`src/rtl/fault_recovery_ctrl.sv`:
```
// Fault recovery sequencer: flush, redirect to the faulting PC, retry, and halt after repeated failures.
// Optional 4-entry fault-PC log is enabled by defining FAULT_LOG_EN.
module fault_recovery_ctrl #(
    parameter int PC_W         = 32,
    parameter int MAX_RETRY    = 3,
    parameter int FLUSH_CYCLES = 2,
    parameter int CNT_W        = 8
) (
    input  logic             clk,
    input  logic             rst_n,
    input  logic             instr_valid,
    input  logic             fault_detected,
    input  logic [PC_W-1:0]  pc,
    input  logic             halt_clear,
    output logic             stall,
    output logic             flush,
    output logic             redirect,
    output logic [PC_W-1:0]  redirect_pc,
    output logic             halt,
    output logic [CNT_W-1:0] fault_count,
    output logic [3:0]       retry_cnt,
    output logic [2:0]       state
`ifdef FAULT_LOG_EN
    ,
    input  logic [1:0]       log_rd_idx,
    output logic [PC_W-1:0]  log_rd_pc,
    output logic [1:0]       log_wr_ptr
`endif
);

    typedef enum logic [2:0] {
        ST_NORMAL   = 3'd0,
        ST_FLUSH    = 3'd1,
        ST_REDIRECT = 3'd2,
        ST_CHECK    = 3'd3,
        ST_HALT     = 3'd4
    } state_t;

    localparam logic [3:0] FLUSH_LOAD  = 4'(FLUSH_CYCLES - 1);
    localparam logic [4:0] RETRY_LIMIT = 5'(MAX_RETRY);

    state_t           state_q, state_d;
    logic [PC_W-1:0]  fault_pc_q, fault_pc_d;
    logic [PC_W-1:0]  redirect_pc_q, redirect_pc_d;
    logic [CNT_W-1:0] fault_cnt_q, fault_cnt_d;
    logic [3:0]       retry_q, retry_d;
    logic [3:0]       flush_cnt_q, flush_cnt_d;

    logic             sampled_fault;
    logic [CNT_W-1:0] fault_cnt_inc;
    logic [4:0]       retry_next;

    assign sampled_fault = instr_valid & fault_detected;
    // Saturate at all-ones rather than wrapping so debug never sees a small count after a storm.
    assign fault_cnt_inc = (fault_cnt_q == {CNT_W{1'b1}}) ? fault_cnt_q : fault_cnt_q + CNT_W'(1);
    assign retry_next    = {1'b0, retry_q} + 5'd1;

    always_ff @(posedge clk or negedge rst_n) begin
        if (!rst_n) begin
            state_q       <= ST_NORMAL;
            fault_pc_q    <= '0;
            redirect_pc_q <= '0;
            fault_cnt_q   <= '0;
            retry_q       <= '0;
            flush_cnt_q   <= '0;
        end else begin
            state_q       <= state_d;
            fault_pc_q    <= fault_pc_d;
            redirect_pc_q <= redirect_pc_d;
            fault_cnt_q   <= fault_cnt_d;
            retry_q       <= retry_d;
            flush_cnt_q   <= flush_cnt_d;
        end
    end

    always_comb begin
        state_d       = state_q;
        fault_pc_d    = fault_pc_q;
        redirect_pc_d = redirect_pc_q;
        fault_cnt_d   = fault_cnt_q;
        retry_d       = retry_q;
        flush_cnt_d   = flush_cnt_q;
        case (state_q)
            ST_NORMAL: begin
                if (sampled_fault) begin
                    fault_pc_d  = pc;
                    retry_d     = '0;
                    fault_cnt_d = fault_cnt_inc;
                    flush_cnt_d = FLUSH_LOAD;
                    state_d     = ST_FLUSH;
                end
            end
            ST_FLUSH: begin
                if (flush_cnt_q == 4'd0) begin
                    // Latch the target now so redirect_pc is a plain register during REDIRECT.
                    redirect_pc_d = fault_pc_q;
                    state_d       = ST_REDIRECT;
                end else begin
                    flush_cnt_d = flush_cnt_q - 4'd1;
                end
            end
            ST_REDIRECT: begin
                state_d = ST_CHECK;
            end
            ST_CHECK: begin
                if (instr_valid) begin
                    if (!fault_detected) begin
                        retry_d = '0;
                        state_d = ST_NORMAL;
                    end else if (pc == fault_pc_q) begin
                        fault_cnt_d = fault_cnt_inc;
                        retry_d     = retry_next[3:0];
                        if (retry_next >= RETRY_LIMIT) begin
                            state_d = ST_HALT;
                        end else begin
                            flush_cnt_d = FLUSH_LOAD;
                            state_d     = ST_FLUSH;
                        end
                    end else begin
                        // A different PC faulting means the retry moved on; start a fresh recovery.
                        fault_pc_d  = pc;
                        retry_d     = '0;
                        fault_cnt_d = fault_cnt_inc;
                        flush_cnt_d = FLUSH_LOAD;
                        state_d     = ST_FLUSH;
                    end
                end
            end
            ST_HALT: begin
                if (halt_clear) begin
                    retry_d = '0;
                    state_d = ST_NORMAL;
                end
            end
            default: begin
                state_d = ST_NORMAL;
            end
        endcase
    end

    assign stall       = (state_q == ST_FLUSH) || (state_q == ST_REDIRECT) || (state_q == ST_HALT);
    assign flush       = (state_q == ST_FLUSH);
    assign redirect    = (state_q == ST_REDIRECT);
    assign halt        = (state_q == ST_HALT);
    assign redirect_pc = redirect_pc_q;
    assign fault_count = fault_cnt_q;
    assign retry_cnt   = retry_q;
    assign state       = state_q;

`ifdef FAULT_LOG_EN
    logic [PC_W-1:0] log_q [4];
    logic [1:0]      wr_ptr_q;
    logic            log_we;

    assign log_we = sampled_fault && ((state_q == ST_NORMAL) || (state_q == ST_CHECK));

    always_ff @(posedge clk or negedge rst_n) begin
        if (!rst_n) begin
            for (int i = 0; i < 4; i++) begin
                log_q[i] <= '0;
            end
            wr_ptr_q <= '0;
        end else if (log_we) begin
            log_q[wr_ptr_q] <= pc;
            wr_ptr_q        <= wr_ptr_q + 2'd1;
        end
    end

    assign log_rd_pc  = log_q[log_rd_idx];
    assign log_wr_ptr = wr_ptr_q;
`endif

endmodule
```
`config.mk`:
```
export PLATFORM = sky130hd
export DESIGN_NAME = fault_recovery_ctrl
export DESIGN_NICKNAME = d
export VERILOG_FILES = /design/src/rtl/fault_recovery_ctrl.sv
export SDC_FILE = /design/constraint.sdc
export NUM_CORES = 1
export LEC_CHECK = 0
export ABC_AREA = 1
export CELL_PAD_IN_SITES_DETAIL_PLACEMENT = 1
export CELL_PAD_IN_SITES_GLOBAL_PLACEMENT = 2
export CORE_MARGIN = 1
export CORE_UTILIZATION = 32
export DETAILED_ROUTE_END_ITERATION = 7
export PLACE_DENSITY_LB_ADDON = 0.1
export SYNTH_ARGS = -nofsm -noshare
export SYNTH_HDL_FRONTEND = slang
export SYNTH_SLANG_ARGS = --single-unit
export TNS_END_PERCENT = 100
```
`constraint.sdc`:
```
create_clock -name clk -period 4.3 [get_ports clk]
set_input_delay 0.86 -clock clk [delete_from_list [all_inputs] [get_ports clk]]
set_output_delay 0.86 -clock clk [all_outputs]
set_load 0.05 [all_outputs]
```
==> run_results.csv <==
group,metric,value,unit
status,outcome,"completed",
detailed_routing,drc,0,
finish,syn2layout_area_growth,32.2,%
detailed_routing,drt_wl_total,10.4,mm
floorplanning,dieHeight,115,um
global_routing,grt_pass1_wl,17.5,mm
synth,syn_inst,493,
detailed_routing,dr_total_vias,3406,
floorplanning,pin_count,88,
timing,max_freq,0.315,GHz
timing,hold_viol_final,0,
min_path,hold_path_end,"redirect_pc[30]",
min_path,hp-class,"flop to flop",
synth,synth_top_area_share,50.5,%
synth,synthDistinctLibCells,31,
clock_network,post_cts.repair.setup_buffers,0,
synth,yosys-top-cells-area,"dfrtp_1 (50%), nand2_1 (19%), xnor2_1 (5.1%), nand3_1 (3.6%), inv_1 (3.2%)",
setup_path,critPathKind,"flop to output pin",
clock_network,cts_resized,0,
timing,setup_viol,0,
power,power.total,4140,uW
placed_design,hpwl,7.48,mm
detailed_routing,ant_nets,0,
setup_path,startpoint_type,"flop",
timing,min_period,3170,ps
setup_path,required,3440,ps
clock_network,root_buffer,"clkbuf_16",
finish,n_antenna_cell,0,
synth,synth-adder-area-share,1.52,%
power,irDropWorstVdd,0.319,mV
timing,fin_setup_tns,0,ps
setup_path,r2r-end,"flush_cnt_q[2]",
detailed_routing,drt-pass1-iter-count,4,
timing,rsz0062_at_grt,"false",
clock_network,tritoncts,"yes",
synth,synth-xor-area-share,6.38,%
synth,yosys.area_share.simple,28.8,%
timing,fin_crit_sh,73.8,%
synth,ys_warn_count,0,
finish,fin_nets,621,
detailed_routing,drt_iter0_markers,112,
timing,slew_violations,0,
global_routing,overflow,0,
power,leakage,0.00264,uW
clock_network,clock_sinks,83,
floorplanning,die_w,115,um
global_routing,grt_max_degree,58,
setup_path,rrSetupSlack,1830,ps
global_routing,antenna_found_initial,0,
clock_network,clockBufferDepth,2,
global_routing,track_usage,17.2,%
clock_network,clk_latency,350,ps
floorplanning,die-area,13300,sq um
placed_design,gp_congestion,0.773,
synth,synth_top_family_by_area,"simple AND/OR/NAND/NOR gates",
synth,synthMuxAreaShare,0.274,%
synth,yosys.area.top_type,"dfrtp_1",
placed_design,numPortBuffers,87,
timing,worst_clock_skew,8.50,ps
job,cap_viol_max_count,0,
synth,syn_avg_cell_area,8.35,sq um
synth,synth_nets,535,
finish,fin_util,43.3,%
floorplanning,coreArea,12600,sq um
synth,synth_seq_cells,83,
clock_network,clk_pin_slew,60,ps
floorplanning,start_util,32.8,%
setup_path,cp-end-kind,"output pin",
synth,synth_area,4120,sq um
clock_network,numCtsBuffers,9,
clock_network,htree_levels,3,
finish,drive_gt1_share,9.25,%
synth,synth_compound_area_share,5.74,%
setup_path,arrival,2310,ps
min_path,min-delay-start,"redirect_pc[30]",
timing,tightest_slew,761,ps
detailed_routing,wl_per_cell,13.7,um
floorplanning,fp-row-count,41,
synth,yosysSeqAreaShare,50.5,%
setup_path,r2r-start,"state[2]",
global_routing,grt_pass1_vias,3542,
timing,max-slew-margin-rel,49.3,%
clock_network,hold_buffers,0,
setup_path,crit_fanout,5,
power,power.density,761,nW/um^2
setup_path,r2r_cells,12,
detailed_routing,via_per_inst,4.51,
min_path,worstHoldPathCells,2,
==> per-stage QoR <==
stage	hold WS, ps	setup slack (ps)	instances	cell area [sq um]
after floorplan	465	703	493	4120
after global placement	454	943	740	5100
after detailed placement	457	876	740	5100
after CTS	473	1100	756	5440
after global routing	494	1020	756	5440
final	465	1130	756	5440
==> synthesized netlist by cell type, drive strengths merged <==
cell type  number
nand2         207
dfrtp          83
inv            44
o21ai          38
nand3          31
nor2           26
xnor2          24
buf            12
xor2            6
ha              5
nand4           5
nor3            3
or2             3
clkbuf          2
a211oi          1
mux2            1
nand3b          1
o2111ai         1
==> cell usage in the layout, fill, tap and decap left out, types with 8 or more instances in the layout <==
cell type	count
o21ai_2	8
xnor2_1	24
nand3_1	30
dfrtp_1	83
nor2_1	17
clkdlybuf4s50_1	86
inv_1	35
nand2_1	203
inv_2	9
clkbuf_16	9
o21ai_0	24
==> power breakdown <==
part           internal [uW]  switching, uW
Clock                    582            321
Sequential              1090            248
Combinational            657           1240
==> registers in the layout, summed over array words and instances (netlist names) <==
signal       count
redirect_pc     32
retry_cnt        4
state            3
fault_count      8
fault_pc_q      32
flush_cnt_q      4
==> critical path, cell delays in order (launching register included) <==
cell and delay [ps]:
dfrtp_1 440, inv_1 150, nand2_2 110, nor2_4 160, or2_2 130, inv_1 40, o21ai_0 90, clkdlybuf4s50_1 840
==> kinds of logic (layout without fill, tap and decap cells) <==
kind of cell | Yosys count | after routing
XOR/XNOR | 30 | 30
flip-flops | 83 | 83
buffers and inverters | 58 | 149
AO/OA/AOI/OAI | 40 | 40
AND/OR/NAND/NOR | 276 | 276
adder cells (fa/ha/maj) | 5 | 5
multiplexers | 1 | 1
==> how the worst max path moves through the flow <==
stage / start / endpoint / slack (ps) / cells after the start
CTS: state[2] / stall / 1100 / 7
global route: pc[11] / fault_pc_q[28] / 1020 / 10
detailed placement: pc[31] / fault_pc_q[5] / 880 / 9
global placement: pc[31] / fault_pc_q[27] / 940 / 10
floorplan: state[1] / stall / 700 / 5
finish: state[2] / stall / 1130 / 7
==> final cells by class <==
cell class	instances	area (sq um)
fillers	1496	7130
inverters	44	165
multi-input cells	352	1760
repair buffers	89	883
clock buffers	11	243
flip-flops and latches	83	2080
well taps	172	215
clock inverters	5	100
==> routing by layer <==
layer / vias to the layer above / global-route usage, % / wire length [um]
li1: 1705 / - / -
met4: 0 / 7.53 / 187
met1: 1628 / 22.0 / 4880
met2: 62 / 28.1 / 4900
met5: - / 0 / 0
met3: 11 / 3.61 / 418
(Power assumes the default switching activity.)
